===== src/rtl/branch_predictor.sv =====
// Direct-mapped BTB with 2-bit saturating direction counters.
// Lookup reads registered state only; updates land on the next edge.
module branch_predictor #(
   parameter int PC_WIDTH  = 32,
   parameter int ENTRIES   = 16,
   parameter int CNT_WIDTH = 32
) (
   input  logic                 clk,
   input  logic                 rst,
   input  logic                 lookup_valid,
   input  logic [PC_WIDTH-1:0]  fetch_pc,
   output logic                 predict_take_branch,
   output logic [PC_WIDTH-1:0]  predict_target_pc,
   output logic                 predict_hit,
   input  logic                 upd_valid,
   input  logic [PC_WIDTH-1:0]  upd_pc,
   input  logic                 upd_taken,
   input  logic [PC_WIDTH-1:0]  upd_target,
   input  logic                 upd_mispredict,
   output logic [CNT_WIDTH-1:0] lookup_cnt,
   output logic [CNT_WIDTH-1:0] mispredict_cnt
);

   localparam int IDX_W = $clog2(ENTRIES);
   localparam int TAG_W = PC_WIDTH - IDX_W - 2;
   localparam logic [CNT_WIDTH-1:0] CNT_ONE = {{(CNT_WIDTH-1){1'b0}}, 1'b1};

   logic                valid_q [ENTRIES];
   logic                valid_d [ENTRIES];
   logic [TAG_W-1:0]    tag_q   [ENTRIES];
   logic [TAG_W-1:0]    tag_d   [ENTRIES];
   logic [PC_WIDTH-1:0] tgt_q   [ENTRIES];
   logic [PC_WIDTH-1:0] tgt_d   [ENTRIES];
   logic [1:0]          ctr_q   [ENTRIES];
   logic [1:0]          ctr_d   [ENTRIES];

   logic [CNT_WIDTH-1:0] lookup_cnt_q, lookup_cnt_d;
   logic [CNT_WIDTH-1:0] mispredict_cnt_q, mispredict_cnt_d;

   logic [IDX_W-1:0] f_idx, u_idx;
   logic [TAG_W-1:0] f_tag, u_tag;
   logic             u_hit;
   logic             unused_pc_bits;

   assign f_idx = fetch_pc[IDX_W+1:2];
   assign f_tag = fetch_pc[PC_WIDTH-1:IDX_W+2];
   assign u_idx = upd_pc[IDX_W+1:2];
   assign u_tag = upd_pc[PC_WIDTH-1:IDX_W+2];
   assign u_hit = valid_q[u_idx] & (tag_q[u_idx] == u_tag);

   // byte offset within the instruction word never selects an entry
   assign unused_pc_bits = ^{fetch_pc[1:0], upd_pc[1:0]};

   // prediction from the registered table, gated by a real fetch
   always_comb begin
      predict_hit         = lookup_valid & valid_q[f_idx] & (tag_q[f_idx] == f_tag);
      predict_take_branch = predict_hit & ctr_q[f_idx][1];
      predict_target_pc   = predict_hit ? tgt_q[f_idx] : '0;
   end

   // train on a hit, allocate weak-taken on a taken miss
   always_comb begin
      valid_d = valid_q;
      tag_d   = tag_q;
      tgt_d   = tgt_q;
      ctr_d   = ctr_q;
      if (upd_valid) begin
         if (u_hit) begin
            if (upd_taken) begin
               tgt_d[u_idx] = upd_target;
               if (ctr_q[u_idx] != 2'b11) ctr_d[u_idx] = ctr_q[u_idx] + 2'd1;
            end else begin
               if (ctr_q[u_idx] != 2'b00) ctr_d[u_idx] = ctr_q[u_idx] - 2'd1;
            end
         end else if (upd_taken) begin
            valid_d[u_idx] = 1'b1;
            tag_d[u_idx]   = u_tag;
            tgt_d[u_idx]   = upd_target;
            ctr_d[u_idx]   = 2'b10;
         end
      end
   end

   // saturating performance counters
   always_comb begin
      lookup_cnt_d     = lookup_cnt_q;
      mispredict_cnt_d = mispredict_cnt_q;
      if (lookup_valid && (lookup_cnt_q != '1))
         lookup_cnt_d = lookup_cnt_q + CNT_ONE;
      if (upd_valid && upd_mispredict && (mispredict_cnt_q != '1))
         mispredict_cnt_d = mispredict_cnt_q + CNT_ONE;
   end

   // table and counter state, cleared asynchronously
   always_ff @(posedge clk or posedge rst) begin
      if (rst) begin
         for (int i = 0; i < ENTRIES; i++) begin
            valid_q[i] <= 1'b0;
            tag_q[i]   <= '0;
            tgt_q[i]   <= '0;
            ctr_q[i]   <= 2'b01;
         end
         lookup_cnt_q     <= '0;
         mispredict_cnt_q <= '0;
      end else begin
         valid_q          <= valid_d;
         tag_q            <= tag_d;
         tgt_q            <= tgt_d;
         ctr_q            <= ctr_d;
         lookup_cnt_q     <= lookup_cnt_d;
         mispredict_cnt_q <= mispredict_cnt_d;
      end
   end

   assign lookup_cnt     = lookup_cnt_q;
   assign mispredict_cnt = mispredict_cnt_q;

endmodule

===== config.mk =====
export PLATFORM = sky130hd
export DESIGN_NAME = branch_predictor
export DESIGN_NICKNAME = d
export VERILOG_FILES = /design/src/rtl/branch_predictor.sv
export SDC_FILE = /design/constraint.sdc
export NUM_CORES = 2
export LEC_CHECK = 0
export CAP_MARGIN = 15
export CORE_MARGIN = 8
export CORE_UTILIZATION = 50
export DETAILED_ROUTE_END_ITERATION = 10
export GPL_ROUTABILITY_DRIVEN = 0
export PLACE_DENSITY_LB_ADDON = 0.08
export SLEW_MARGIN = 0
export SYNTH_ARGS = -nofsm -noshare
export SYNTH_HDL_FRONTEND = slang
export SYNTH_SLANG_ARGS = --single-unit
export TNS_END_PERCENT = 20

===== constraint.sdc =====
create_clock -name clk -period 54.1 [get_ports clk]
set_input_delay 8.115 -clock clk [delete_from_list [all_inputs] [get_ports clk]]
set_output_delay 8.115 -clock clk [all_outputs]
set_load 0.005 [all_outputs]

==> metrics.txt <==
Max stage delay on crit path=0.64 ns; pwr dens=37.9 nW/um2; post-CTS sizing=0; crit end category=output port; Synth Area per Inst=14.0 um2; crit path buf inv count=5; EDFF count, synth=0; fill cell count=8119; Final Util=0.570; slew margin rel.=0.285; Clk pwr share=0.370; CP most frequent cell=buf_4; Synth area leaders=dfrtp_1 (49%), mux4_2 (15%), mux2_2 (14%); maximum clock rate=47.0 MHz; max-cap viol count=0; die area=115000 um2; fin. max-slew vios=0; WL per Instance=29.0 um; Synth Warn #=0; first-pass GRT wire length=232000 um; delay-heaviest family, CP=buffers and inverters; Std-Cell Rows=118; Tmin final=21.29 ns; area share of the largest cell type after synthesis=0.492; sw power=584 uW; area of the core=103000 um2; H-tree depth=3; clock transition at the registers of the reported paths=0.06 ns; post-synth top area cell=dfrtp_1; Worst EP required=45.99 ns; CTS tree=done; top_reg_cell synth=dfrtp_1; layout cells sized above 1=0.348; Worst Tran Pin Value=1.07 ns; placed cells=5047; register area share after synthesis=0.500; Distinct cells, synth=74; Layout Nets=3888; clk buf depth=3; I/O Buffers=195; syn nets=3820; worst path cell trace=clkbuf_8 -> buf_4 -> buf_4 -> mux4_2 -> mux4_2 -> xnor2_1 -> nand4_1 -> nor2_1 -> nand4_1 -> buf_4 -> nor2b_1 -> clkdlybuf4s50_1; dpl hpwl=88000 um; largest net degree at the start of global routing=159; # IOs=200; Seq pwr share=0.454; post-route total power=2240 uW; Yosys reg bits=1040; cell area after synthesis=52100 um2; combinational power share=0.176; worst min-delay path class=reg -> reg; initial antenna violation count=7; CP Max Fanout=38; setup bufs post-CTS=0; antenna-violating nets left=0; Hold Buf Count CTS=0; first drt pass iteration count=6; CP Class=in -> out; DR vias=32891; Final Skew=0.0244 ns; P_leak=0.0261 uW; most common library cells after synthesis=dfrtp_1 (1024), mux2_2 (655), nand2_1 (443), mux4_2 (347); initial drt markers=2557; via density per instance=6.24; final setup vio count=0; Root Driver=clkbuf_16; setup_tns=0 ns; DRC Markers=0; most common cell in the netlist=dfrtp_1; synth-to-layout area growth=13.2%; Setup crit start kind=input port; WL final=153000 um; Final Non-Filler Cells=5267; VDD IR max=0.0285 mV; Die Width=339 um; internal power=1650 uW; Overflow after GRT=0; RSZ-0062 raised after global routing=false; status=finished, final reports clean; Worst EP arrival=13.17 ns; Tcrit/Tclk final=0.394; chip height=339 um; Sw Share=0.261; Fin. Hold Viols=0; Sink Count=1040; Initial Util=0.504; Gate Count Post-Synth=3714; vias in the first global route=35573; Crit-path slowest cell=buf_4; total track usage=0.264; Num CTS Buffers=112; FF-to-FF setup slack=48.86 ns; share of async-settable or async-resettable flops after synthesis=1.00; clk_lat worst skew=0.72 ns
==> power by group through the flow <==
stage / clock network (uW) / logic [uW] / registers (uW)
4_1_cts: 842 / 398 / 1010
2_1_floorplan: 0 / 302 / 996
3_3_place_gp: 0 / 381 / 1010
3_5_place_dp: 0 / 396 / 1020
6_report: 826 / 394 / 1010
5_1_grt: 873 / 426 / 1030
==> cells by family (layout without fill, tap and decap cells) <==
logic type,count (synthesis),count (layout),synth area share
buf+inv,334,500,0.0314
compound gates,162,162,0.0232
other cells,0,7,0
flops,1040,1040,0.500
mux,1332,1332,0.360
xor+xnor,113,113,0.0190
simple gates,729,729,0.0656
fa+ha+maj,4,4,0.000960
==> cell type report <==
type,instances,area (um2),area share
clock inverter,43,718,0.0122
inverter,27,109,0.00184
sequential,1040,26000,0.441
tap,1380,1730,0.0292
antenna,7,17.5,0.000297
timing repair buffer,261,2510,0.0426
clock buffer,169,3320,0.0562
multi-input combinational,2340,24600,0.416
==> metal layers <==
layer,routed length (um),GRT usage,share of wire
met1,64200,0.353,0.42
met2,75500,0.443,0.49
met3,8480,0.0411,0.056
met4,4560,0.0807,0.030
met5,10,0,0.000065
==> stage by stage <==
stage / instance area [um2] / hold slack, ns / worst slack (ns)
floorplan: 52100 / 0.441 / 16.74
global placement: 55000 / 0.455 / 32.76
detailed placement: 55000 / 0.458 / 32.73
CTS: 59000 / 0.472 / 32.71
global route: 59000 / 0.498 / 32.52
finish: 59000 / 0.476 / 32.81
==> cells in the final DEF, fill, tap and decap left out, types with 10 or more instances in the layout <==
master           synthesis  routed
a211oi_1                11      11
a21oi_1                 22      22
a22o_1                  10      10
a22oi_1                 29      29
and3_1                  17      16
buf_4                   25      65
bufinv_16                0      16
clkbuf_1               181      27
clkbuf_16                0     112
clkbuf_8                 0      32
clkdlybuf4s50_1          0     188
clkinv_2                 0      19
dfrtp_1               1024    1024
dfstp_2                 16      16
inv_1                   26      25
mux2_1                 181     181
mux2_2                 655     655
mux2_4                  13      13
mux2i_1                136     136
mux4_2                 347     347
nand2_1                443     443
nand2b_1                23      23
nand3_1                 44      40
nand4_1                 15      15
nor2_1                  56      42
nor2_4                   0      14
nor2b_1                 50      48
nor3_1                  19      18
o21ai_0                 15      15
o22ai_1                 24      24
xnor2_1                 78      78
xor2_1                  35      35
==> final timing paths <==
kind                             start               endpoint  cells past startpoint
max                        fetch_pc[3]  predict_target_pc[19]                     12
min                         tgt_q[451]             tgt_q[451]                      2
max reg2reg                  tag_q[27]             tag_q[365]                     11
max in group asynchronous          rst              tag_q[33]                      6
min in group asynchronous          rst      mispredict_cnt[4]                      2
min reg2reg                 tgt_q[451]             tgt_q[451]                      2
==> tightest hold or removal path, stage by stage, from the launching register on <==
cell and delay [ns]:
dfrtp_1 0.34, nand2_1 0.05, nand2_1 0.06
==> registers in the layout (all words and copies together), names as in the netlist <==
name and flops:
valid_q 16, tgt_q 512, mispredict_cnt 32, lookup_cnt 32
tag_q 416, ctr_q 32
Note: power is estimated with default switching activity, not from simulation.
